**src/rtl/rf_pkg.sv**
```systemverilog
// Shared register-file types: address/data widths, the r0 address and the
// write record used by the register file, writeback mux and write buffer.
package rf_pkg;
    localparam int REG_AW = 5;
    localparam int REG_DW = 32;
    localparam logic [REG_AW-1:0] REG_ZERO = '0;

    typedef struct packed {
        logic [REG_AW-1:0] addr;
        logic [REG_DW-1:0] data;
    } rf_wr_t;
endpackage

```
**src/rtl/rf_wbuf_lookup.sv**
```systemverilog
// Bypass search over the write buffer: reports whether an address is pending
// and returns the data of the youngest pending write to it.
module rf_wbuf_lookup
    import rf_pkg::*;
#(
    parameter int DEPTH = 4,
    parameter int AW    = REG_AW,
    parameter int DW    = REG_DW,
    localparam int PW   = $clog2(DEPTH)
) (
    input  logic [AW-1:0]    addr_mem [DEPTH],
    input  logic [DW-1:0]    data_mem [DEPTH],
    input  logic [DEPTH-1:0] valid,
    input  logic [PW-1:0]    rd_ptr,
    input  logic [PW:0]      count,
    input  logic [AW-1:0]    q_addr,
    output logic             hit,
    output logic [DW-1:0]    data
);

    logic [PW-1:0] idx;

    // Walk from oldest to youngest so a later match overrides an earlier one.
    always_comb begin
        hit  = 1'b0;
        data = '0;
        idx  = '0;
        for (int i = 0; i < DEPTH; i++) begin
            idx = rd_ptr + PW'(i);
            if (((PW+1)'(i) < count) && valid[idx] &&
                (addr_mem[idx] == q_addr) && (q_addr != AW'(REG_ZERO))) begin
                hit  = 1'b1;
                data = data_mem[idx];
            end
        end
    end

endmodule

```
**src/rtl/rf_write_buffer.sv**
```systemverilog
// Write buffer in front of the register file write port: queues writebacks,
// drains one per cycle onto we3/wa3/wd3 and exposes two bypass lookups.
module rf_write_buffer
    import rf_pkg::*;
#(
    parameter int DEPTH = 4,
    parameter int AW    = REG_AW,
    parameter int DW    = REG_DW,
    localparam int PW   = $clog2(DEPTH),
    localparam int CW   = PW + 1
) (
    input  logic          clk,
    input  logic          rst_n,
    input  logic          in_valid,
    output logic          in_ready,
    input  logic [AW-1:0] in_addr,
    input  logic [DW-1:0] in_data,
    input  logic          wr_stall,
    output logic          we3,
    output logic [AW-1:0] wa3,
    output logic [DW-1:0] wd3,
    input  logic [AW-1:0] q_addr1,
    output logic          q_hit1,
    output logic [DW-1:0] q_data1,
    input  logic [AW-1:0] q_addr2,
    output logic          q_hit2,
    output logic [DW-1:0] q_data2,
    output logic [CW-1:0] count,
    output logic          empty,
    output logic          full
);

    logic [AW-1:0]    addr_mem [DEPTH];
    logic [DW-1:0]    data_mem [DEPTH];
    logic [DEPTH-1:0] valid;
    logic [PW-1:0]    rd_ptr;
    logic [PW-1:0]    wr_ptr;
    logic             push;
    logic             pop;

    assign empty    = (count == '0);
    assign full     = (count == CW'(DEPTH));
    assign we3      = !empty && !wr_stall;
    assign wa3      = empty ? '0 : addr_mem[rd_ptr];
    assign wd3      = empty ? '0 : data_mem[rd_ptr];
    assign in_ready = !full || we3;
    // r0 writes complete the handshake but are silently dropped.
    assign push     = in_valid && in_ready && (in_addr != AW'(REG_ZERO));
    assign pop      = we3;

    always_ff @(posedge clk or negedge rst_n) begin
        if (!rst_n) begin
            rd_ptr <= '0;
            wr_ptr <= '0;
            count  <= '0;
            valid  <= '0;
        end else begin
            if (push) wr_ptr <= wr_ptr + PW'(1);
            if (pop)  rd_ptr <= rd_ptr + PW'(1);
            case ({push, pop})
                2'b10:   count <= count + CW'(1);
                2'b01:   count <= count - CW'(1);
                default: count <= count;
            endcase
            // On a full push+pop the pointers coincide, so the set must win.
            if (pop)  valid[rd_ptr] <= 1'b0;
            if (push) valid[wr_ptr] <= 1'b1;
        end
    end

    always_ff @(posedge clk) begin
        if (push) begin
            addr_mem[wr_ptr] <= in_addr;
            data_mem[wr_ptr] <= in_data;
        end
    end

    rf_wbuf_lookup #(.DEPTH(DEPTH), .AW(AW), .DW(DW)) u_lookup1 (
        .addr_mem (addr_mem),
        .data_mem (data_mem),
        .valid    (valid),
        .rd_ptr   (rd_ptr),
        .count    (count),
        .q_addr   (q_addr1),
        .hit      (q_hit1),
        .data     (q_data1)
    );

    rf_wbuf_lookup #(.DEPTH(DEPTH), .AW(AW), .DW(DW)) u_lookup2 (
        .addr_mem (addr_mem),
        .data_mem (data_mem),
        .valid    (valid),
        .rd_ptr   (rd_ptr),
        .count    (count),
        .q_addr   (q_addr2),
        .hit      (q_hit2),
        .data     (q_data2)
    );

endmodule

```
**config.mk**
```make
export PLATFORM = sky130hd
export DESIGN_NAME = rf_write_buffer
export DESIGN_NICKNAME = d
export VERILOG_FILES = /design/src/rtl/rf_pkg.sv /design/src/rtl/rf_wbuf_lookup.sv /design/src/rtl/rf_write_buffer.sv
export SDC_FILE = /design/constraint.sdc
export NUM_CORES = 1
export LEC_CHECK = 0
export CAP_MARGIN = 20
export CORE_UTILIZATION = 51
export DETAILED_ROUTE_END_ITERATION = 7
export MAX_ROUTING_LAYER = met4
export PLACE_DENSITY = 0.78
export SYNTH_ARGS = -nofsm -noshare
export SYNTH_HDL_FRONTEND = slang
export SYNTH_SLANG_ARGS = --single-unit
```
**constraint.sdc**
```tcl
create_clock -name clk -period 5.05 [get_ports clk]
set_clock_uncertainty 0.1 [all_clocks]
set_input_delay 1.01 -clock clk [delete_from_list [all_inputs] [get_ports clk]]
set_output_delay 1.01 -clock clk [all_outputs]
set_load 0.02 [all_outputs]
```
# Yosys cells after proc, flatten, opt, wreduce, memory -nomap -nowiden
# Index checks and enable logic that the tools add are counted.
word_totals:
  elab_cells: 152
  in_bits: 51
  register_bits: 159
classes:
  eq_ne: 11
  addsub: 6
  n_lt_le_gt_ge: 17
  n_bitwise: 8
  reduce_logical: 35
  n_mux: 63
ops:
  columns: ["operator", "n"]
  rows:
  - ["32-bit 2-to-1 mux", 18]
  - ["32-bit binary-select mux with 2-bit select", 4]
  - ["128-bit bitwise mux", 1]
  - ["32-bit demux with 2-bit select", 1]
  - ["5-bit 2-to-1 mux", 10]
  - ["5-bit binary-select mux with 2-bit select", 4]
  - ["5-bit equality test", 8]
  - ["1-bit logical AND", 26]
  - ["20-bit bitwise mux", 1]
  - ["3-bit greater-or-equal comparator, second input constant", 5]
  - ["2-bit by 3-bit less-than comparator with 1-bit output, second input constant", 5]
  - ["2-bit inverter with 3-bit output", 5]
  - ["5-bit nonzero test", 3]
  - ["1-bit 2-to-1 mux", 14]
  - ["5-bit demux with 2-bit select", 1]
  - ["1-bit binary-select mux with 2-bit select", 4]
  - ["4-bit 2-to-1 mux", 2]
  - ["1-bit by 3-bit less-than comparator with 1-bit output, first input constant", 2]
  - ["2-bit by 3-bit less-than comparator with 1-bit output, first input constant", 2]
  - ["3-bit case mux with 2 select lines", 1]
  - ["2-bit by 1-bit adder with 2-bit output, second input constant", 2]
  - ["2-bit adder, second input constant", 2]
  - ["4-bit bitwise AND", 1]
  - ["1-bit demux with 2-bit select", 2]
  - ["other kinds (13)", 16]

# Depth between registers and ports, before layout
# Gate-level depths: netlist (run 1).
logic_depth:
  word_depth: 11
  mapped_depth: 17
  ltp_nobuf: 11

# By module
# From an unflattened synthesis (run 1), not the netlist that was laid out.
hier_totals:
  cells_unflattened: 1559
  hier_area_um2: 15539.9
modules_own_cells:
  columns: ["mod", "cells_each", "area_each_um2", "instances"]
  rows:
  - ["rf_wbuf_lookup", 632, 4647.0, 2]
  - ["rf_write_buffer", 295, 6246.0, 1]

# Worst setup path after synthesis (run 1)
# OpenSTA, ideal clock, no wires.
synth_timing:
  kind: "flip-flop to output port"
  from: "reg rd_ptr[0]"
  to: "out q_data2[11]"
  path_slack_ns: -0.572
  arrival_time_ns: 4.512
  stages_incl_launch_ff: 17
  cell_sequence: "dfrtp_1 > buf_6 > buf_6 > buf_2 > buf_1 > clkbuf_1 > inv_1 > ha_1 > buf_6 > mux4_2 > xor2_1 > or3_1 > o22a_1 > or3_1 > buf_6 > buf_12 > o211ai_2"
synth_between:
  elab_cells_between_ends: 59
  classes_between: "add/sub: 3; eq/ne: 4; mux: 36; bitwise: 4; reduce/logical: 12"
synth_rtl:
  columns: ["element", "line", "rtl"]
  rows:
  - ["from (decl)", "rf_write_buffer.sv:36", "logic [PW-1:0] rd_ptr;"]
  - ["from (signal assigned)", "rf_write_buffer.sv:59", "if (pop) rd_ptr <= rd_ptr + PW'(1);"]
  - ["2-bit adder *", null, null]
  - ["net u_lookup1.idx[0]", "rf_wbuf_lookup.sv:21", "logic [PW-1:0] idx;"]
  - ["2-bit inverter with 3-bit output (not written as such)", "rf_wbuf_lookup.sv:31, rf_wbuf_lookup.sv:33", null]
  - ["5-bit binary-select mux with 2-bit select", "rf_wbuf_lookup.sv:31", "(addr_mem[idx] == q_addr) && (q_addr != AW'(REG_ZERO))) begin"]
  - ["5-bit 2-to-1 mux (not written as such) (2 in series)", "rf_wbuf_lookup.sv:31", null]
  - ["5-bit equality test", "rf_wbuf_lookup.sv:31", null]
  - ["1-bit logical AND", "rf_wbuf_lookup.sv:30", "if (((PW+1)'(i) < count) && valid[idx] &&"]
  - ["1-bit logical AND", "rf_wbuf_lookup.sv:31", null]
  - ["32-bit 2-to-1 mux *", "rf_wbuf_lookup.sv:30", null]
  - ["to (decl)", "rf_write_buffer.sv:27", "output logic [DW-1:0] q_data2,"]
# Mark *: on every way through the listed nets, which the timed path passes. The rest lies on a longest branch. The select of a mux whose other input is x is not followed.

# Final worst setup path (run 1)
layout_timing:
  from: "reg rd_ptr[0]"
  to: "out q_data1[25]"
layout_between:
  elab_cells_between_ends: 59
  classes_between: "add/sub: 3; eq/ne: 4; mux: 36; bitwise: 4; reduce/logical: 12"
layout_rtl:
  columns: ["element", "line", "rtl"]
  rows:
  - ["2-bit adder *", "rf_wbuf_lookup.sv:29", "idx = rd_ptr + PW'(i);"]
  - ["net u_lookup1.idx[0]", "rf_wbuf_lookup.sv:21", null]
  - ["2-bit inverter with 3-bit output (not written as such)", "rf_wbuf_lookup.sv:31, rf_wbuf_lookup.sv:33", null]
  - ["5-bit binary-select mux with 2-bit select", "rf_wbuf_lookup.sv:31", null]
  - ["5-bit 2-to-1 mux (not written as such) (2 in series)", "rf_wbuf_lookup.sv:31", null]
  - ["5-bit equality test", "rf_wbuf_lookup.sv:31", null]
  - ["1-bit logical AND", "rf_wbuf_lookup.sv:30", null]
  - ["1-bit logical AND", "rf_wbuf_lookup.sv:31", null]
  - ["32-bit 2-to-1 mux *", "rf_wbuf_lookup.sv:30", null]
  - ["to (decl)", "rf_write_buffer.sv:24", "output logic [DW-1:0] q_data1,"]
# Marked as above.

==> results.txt, run 1 <==
Final nets - 1,047
total CTS buffers - 17
Cells after Synth - 823
layout cells sized above 1 - 0.378
HPWL Detailed - 21,000 µm
P per Cell Area - 659 nW/µm²
CP peak stage delay - 0.55 ns
vias in the first global route - 8,411
post-layout util - 0.637
clk_lat worst skew - 0.42 ns
M1 WL - 11,700 µm
Worst Path Class, Setup - flip-flop to primary output
GPL Wtd Cong - 0.894
Sink Count - 159
Max FO, Critical Path - 10
clock buffer depth - 2
syn nets - 887
Power, Total - 9.50 mW
die footprint - 23,700 µm²
Synth async-reset ratio - 0.0692
status - completed
root buffer cell - clkbuf_16
placed insts - 1,242
Layout Area Growth over Synthesis - 22.3%
Worst setup EP type - primary output
Iteration-0 DRC Markers - 837
relative slew slack - 0.566
met3 WL - 2800 µm
TritonRoute pass-1 iters - 5
top-area cell type share of the netlist area - 0.377
gr ovfl total - 0
Detailed Route WL - 30,600 µm
flops & latches, synth - 159
placeable core area - 22,600 µm²
Worst VDD drop - 0.377 mV
final cell count without fillers - 1,281
worst path cell trace - inv_1, ha_4, buf_12, mux4_2, xor2_1, nor4_2, buf_4, o2bb2a_4, or3_4, buf_12, o211ai_2, clkdlybuf4s15_1
fraction of power consumed by sequential logic - 0.208
initial antenna violation count - 0
total track usage - 0.273
Max Cap Viol - 0
Net Sw Frac - 0.413
CP bufs+invs - 5
power share of the clock group - 0.143
largest net degree at the start of global routing - 69
Slew Viols, Final - 0
CP Data Required Time - 3.94 ns
Worst path most repeated cell - buf_12
first-pass GRT wire length - 47,400 µm
top routing layer used - met4
Int Power - 5.58 mW
ranking of synthesized cells by area - edfxtp_1 (38%), mux4_2 (29%), o211ai_2 (5.3%)
synth warn - 0
met2 wire len - 15,100 µm
H-tree levels - 4
Gate power share - 0.650
Seq/Total Area, Yosys - 0.400
Tightest Pin Transition - 0.648 ns
Reg clk slew, reported paths - 0.07 ns
total number of vias - 8,492
Die W - 154 µm
synthesized area per cell - 14.3 µm²
I/O Buffers - 160
P_leak - 4.99 nW
Critical Path Slowest Stage Cell - mux4_2
Ports - 161
critical path arrival - 3.86 ns
crit path time final - 4.97 ns
Post-synth EDFFs - 148
fin crit share - 0.984
critical path's top delay family - buffers and inverters
Finish-stage setup viols - 0
Worst Setup Start Kind - flip-flop
Main synth FF type - edfxtp_1
NetSw - 3.93 mW
Post-DRT Antenna Nets - 0
Syn Std Cell Area - 11,800 µm²
Final Hold Viols - 0
maximum clock rate - 0.201 GHz
row cnt - 55
chip height - 154 µm
vias per cell - 6.63
synth unique cells - 40
Hold Slack - 0.468 ns
wire per inst - 23.9 µm
antenna cells - 0
Synth area leader - edfxtp_1
Initial Util - 0.521
Hold WC Path Type - flip-flop to flip-flop
# DRC - 0
fillers - 1,659
CTS tree - built
[registers in the layout (all words and copies together), names as in the netlist]
name	flops
data_mem	128
addr_mem	20
valid	4
count	3
rd_ptr	2
wr_ptr	2
[worst paths after layout]
kind,start,slack (ns),end,cells past startpoint
min reg2reg,valid[2],0.47,valid[2],1
max reg2reg,count[0],1.91,addr_mem[18],8
min,valid[2],0.47,valid[2],1
max in group asynchronous,rst_n,3.62,rd_ptr[1],1
min in group asynchronous,rst_n,0.83,wr_ptr[0],1
max,rd_ptr[0],0.08,q_data1[25],12
[cells by family after synthesis]
logic type	share of synthesized area
adders and majority gates	0.0138
DFF	0.400
xor gates and xnor gates	0.0334
and+or+nand+nor	0.0948
buffers and inverters	0.0383
muxes	0.340
AOI/OAI and AO/OA	0.0798
[cells in the mapped netlist (5+ instances only)]
cell	number
ha_1	13
nand4_1	7
buf_2	17
o31ai_1	6
a21o_1	7
clkbuf_1	40
inv_1	8
o211ai_1	7
nor2b_1	5
nor2_1	9
xnor2_1	32
mux2i_1	58
buf_1	12
and2_1	43
nand3_1	59
o211ai_2	50
dfrtp_1	11
buf_6	9
nand2_1	75
edfxtp_1	148
xor2_1	13
a221oi_1	5
o21ai_0	6
mux4_2	152
or3_1	5
[through the flow]
step | area, µm² | TNS, ns | worst slack (ns)
2_1_floorplan | 11800 | -0.0786 | -0.00418
3_3_place_gp | 13900 | -3.60 | -0.151
3_5_place_dp | 13900 | -5.34 | -0.203
4_1_cts | 14500 | -0.492 | -0.189
5_1_grt | 14400 | -0.0118 | -0.0118
6_report | 14400 | 0 | 0.0820
[power by group through the flow]
stage                     logic [mW]  registers [mW]  clock network [mW]
after floorplan                 4.45            1.94                   0
after global placement          6.10            1.97                   0
after detailed placement        6.14            1.99                   0
after CTS                       6.11            1.96                1.37
after global routing            6.58            2.00                1.42
final                           6.17            1.97                1.36
[layout make-up]
type / count / area [µm²] / share of cell area
Clock buffer: 17 / 425 / 0.0295
Clock inverter: 15 / 200 / 0.0139
Inverter: 8 / 30.0 / 0.00208
Multi-Input combinational cell: 576 / 6680 / 0.463
Sequential cell: 159 / 4730 / 0.328
Tap cell: 285 / 357 / 0.0247
Timing Repair Buffer: 221 / 2000 / 0.138
[repair_timing]
action | CTS | global route
gates resized for setup | 61 | 121
setup endpoints to repair | 62 | 61
pin swaps | 2 | 1
setup buffers | 4 | 2
hold buffers | 0 | 0
[placed cells by master, fill, tap and decap left out, types with 6 or more instances in the layout]
cell type and count:
dfrtp_1 9, edfxtp_1 148, xnor2_1 32, nor2_1 6, inv_1 8, nand3_1 59
xor2_1 13, clkdlybuf4s50_1 95, o211ai_2 50, mux2i_1 58, clkbuf_16 18, ha_1 12
buf_12 11, mux4_2 152, o211ai_1 7, buf_4 48, o31ai_1 6, and2_1 38
clkbuf_2 53, nand2_1 75, a21o_1 7, nand4_1 7
[metal layers]
layer / vias to the layer above / global-route usage
li1: 3672 / -
met1: 4279 / 0.347
met2: 473 / 0.444
met3: 68 / 0.0417
met4: 0 / 0.103
met5: - / -
Note: power is estimated with default switching activity, not from simulation.
==> run 2: changes to the inputs <==
- GPL_TIMING_DRIVEN: default -> 0
- SETUP_SLACK_MARGIN: default -> 0.2
==> results.txt, run 2 (synthesis results as in run 1) <==
Largest register FFs - 128 (unchanged)
vias per cell - 7.23 (was 6.63)
# DRC - 0 (unchanged)
Biggest register - data_mem (unchanged)
P per Cell Area - 697 nW/µm² (was 659 nW/µm²)
CTS tree - built (unchanged)
CTS Hold Bufs - 0 (unchanged)
fillers - 1,344 (was 1,659)
Worst setup EP type - primary output (unchanged)
Reg clk slew, reported paths - 0.06 ns (was 0.07 ns)
most frequent cells in the layout - mux4_2 (152), edfxtp_1 (148), clkdlybuf4s50_1 (84) (was mux4_2 (152), edfxtp_1 (148), clkdlybuf4s50_1 (95))
Final nets - 1,124 (was 1,047)
met3 WL - 5080 µm (was 2800 µm)
GPL Wtd Cong - 0.894 (about the same)
relative slew slack - 0.293 (was 0.566)
antenna cells - 0 (unchanged)
Critical Path Slowest Stage Cell - mux4_2 (unchanged)
Ports - 161 (unchanged)
clock buffer depth - 2 (unchanged)
Sink Count - 159 (unchanged)
maximum clock rate - 0.181 GHz (was 0.201 GHz)
violated checks - setup timing
layout cells sized above 1 - 0.449 (was 0.378)
Initial Util - 0.521 (unchanged)
vias in the first global route - 9,634 (was 8,411)
Post-DRT Antenna Nets - 0 (unchanged)
placed cell areas - 14,000 µm² (was 13,900 µm²)
CP Data Required Time - 3.94 ns (about the same)
final instance area - 16,300 µm² (was 14,400 µm²)
initial antenna violation count - 0 (unchanged)
P_leak - 5.42 nW (was 4.99 nW)
total track usage - 0.344 (was 0.273)
Post-Place Setup Slack - -1.40 ns (was -0.203 ns)
status - finished with violations (was completed)
RSZ-0062 raised after global routing - true
Final Hold Viols - 0 (unchanged)
worst path cell trace - buf_8, buf_12, buf_12, buf_12, clkbuf_16, inv_8, ha_4, buf_8, buf_12, mux4_2, buf_6, xnor2_2, nand4_1, o22a_1, or3_4, buf_12, buf_16, buf_12, o211ai_4, buf_6 (was inv_1, ha_4, buf_12, mux4_2, xor2_1, nor4_2, buf_4, o2bb2a_4, or3_4, buf_12, o211ai_2, clkdlybuf4s15_1)
leading cell type in the layout, fill and taps excluded - mux4_2 (unchanged)
total number of vias - 9,824 (was 8,492)
Iteration-0 DRC Markers - 1,246 (was 837)
first-pass GRT wire length - 57,800 µm (was 47,400 µm)
Worst Setup Start Kind - flip-flop (unchanged)
Finish-stage setup viols - 64 (was 0)
Worst path most repeated cell - buf_12 (unchanged)
fin crit share - 1.09 (was 0.984)
gr ovfl total - 0 (unchanged)
critical path arrival - 4.42 ns (was 3.86 ns)
clk_lat worst skew - 0.44 ns (was 0.42 ns)
total CTS buffers - 17 (unchanged)
Layout Area Growth over Synthesis - 38.5% (was 22.3%)
CP peak stage delay - 0.45 ns (was 0.55 ns)
top routing layer used - met4 (unchanged)
Max FO, Critical Path - 7 (was 10)
H-tree levels - 4 (unchanged)
Max Cap Viol - 0 (unchanged)
largest net degree at the start of global routing - 29 (was 69)
critical path's top delay family - buffers and inverters (unchanged)
chip height - 154 µm (unchanged)
M1 WL - 13,700 µm (was 11,700 µm)
TritonRoute pass-1 iters - 7 (was 5)
Worst VDD drop - 0.345 mV (was 0.377 mV)
setup ws final - -0.479 ns (was 0.0820 ns)
Tightest Pin Transition - 1.06 ns (was 0.648 ns)
Die W - 154 µm (unchanged)
HPWL Detailed - 24,500 µm (was 21,000 µm)
Slew Viols, Final - 0 (unchanged)
crit path time final - 5.53 ns (was 4.97 ns)
met2 wire len - 19,200 µm (was 15,100 µm)
CP bufs+invs - 13 (was 5)
placeable core area - 22,600 µm² (unchanged)
row cnt - 55 (unchanged)
biggest regs - data_mem x128, addr_mem x20, valid x4 (unchanged)
Hold WC Path Type - flip-flop to flip-flop (unchanged)
wire per inst - 29.8 µm (was 23.9 µm)
die footprint - 23,700 µm² (unchanged)
root buffer cell - clkbuf_16 (unchanged)
Worst Path Class, Setup - flip-flop to primary output (unchanged)
Detailed Route WL - 40,400 µm (was 30,600 µm)
I/O Buffers - 150 (was 160)
-- run 2: cell count changes in the layout (fill, tap and decap cells not counted), sizes merged --
cell,delta
buf,+106
bufinv,+2
clkbuf,-11
clkdlybuf4s15,+1
clkdlybuf4s50,-11
dlygate4sd2,-2
dlymetal6s2s,-4
inv,-4
-- run 2: worst reg2reg max path, stage by stage, from the launching register on --
cell	delay, ns
dfrtp_1	0.40
buf_8	0.13
buf_12	0.09
buf_12	0.09
buf_12	0.09
clkbuf_16	0.15
inv_8	0.04
ha_4	0.26
buf_8	0.14
buf_12	0.13
buf_2	0.35
clkbuf_2	0.41
clkbuf_2	0.43
nand2_1	0.10
o21ai_0	0.10
-- run 2: layer usage --
layer	track usage	up-vias
met4	0.176	0
met1	0.418	4854
met5	-	-
li1	-	3839
met2	0.537	908
met3	0.0843	223
-- run 2: metrics by stage --
| step | setup TNS (ns) | total power [mW] | utilization | std cells | hold WS (ns) |
|---|---|---|---|---|---|
| global placement | -82.43 | 8.34 | 0.613 | 1258 | 0.435 |
| global route | -27.95 | 11.8 | 0.721 | 1358 | 0.487 |
| CTS | -16.02 | 10.8 | 0.699 | 1344 | 0.456 |
| finish | -22.15 | 11.4 | 0.721 | 1358 | 0.467 |
| detailed placement | -86.11 | 8.46 | 0.616 | 1262 | 0.437 |
| floorplan | 0 | 6.50 | - | 823 | 0.395 |
-- run 2: cell type report --
class                           count  area [µm²]  share of cell area
Clock inverter                     13         210              0.0129
Timing Repair Buffer              218        2380               0.146
Buffer                             80         718              0.0440
Multi-Input combinational cell    576        7470               0.458
Inverter                            8        37.5             0.00230
Tap cell                          285         357              0.0218
Sequential cell                   159        4720               0.289
Clock buffer                       19         433              0.0265
-- run 2: final timing paths --
kind | start | slack (ns) | end | depth (start not counted)
worst max-delay path | rd_ptr[0] | -0.48 | q_data2[17] | 20
min in group asynchronous | rst_n | 0.83 | wr_ptr[1] | 1
worst min-delay path | valid[3] | 0.47 | valid[3] | 1
max in group asynchronous | rst_n | 3.62 | rd_ptr[1] | 1
worst min register to register | valid[3] | 0.47 | valid[3] | 1
worst max register to register | rd_ptr[0] | 1.96 | rd_ptr[1] | 14
-- run 2: where the power goes --
group,switching (mW),internal (mW)
registers,0.245,1.75
logic,4.10,3.86
clock network,0.547,0.880
-- run 2: what timing repair did --
action                                  in CTS  in global routing
endpoints found under the setup margin      75                 66
setup buffers                               43                 11
pin swaps                                   34                 33
gates resized for setup                    525                 70
hold endpoints to repair                     0                  0
cloned                                       7                  3
==> run 3: changes to the inputs <==
- CTS_CLUSTER_SIZE: default -> 10
==> results of run 3 <==
The final DEF is identical to that of run 2; final timing and power are the same.
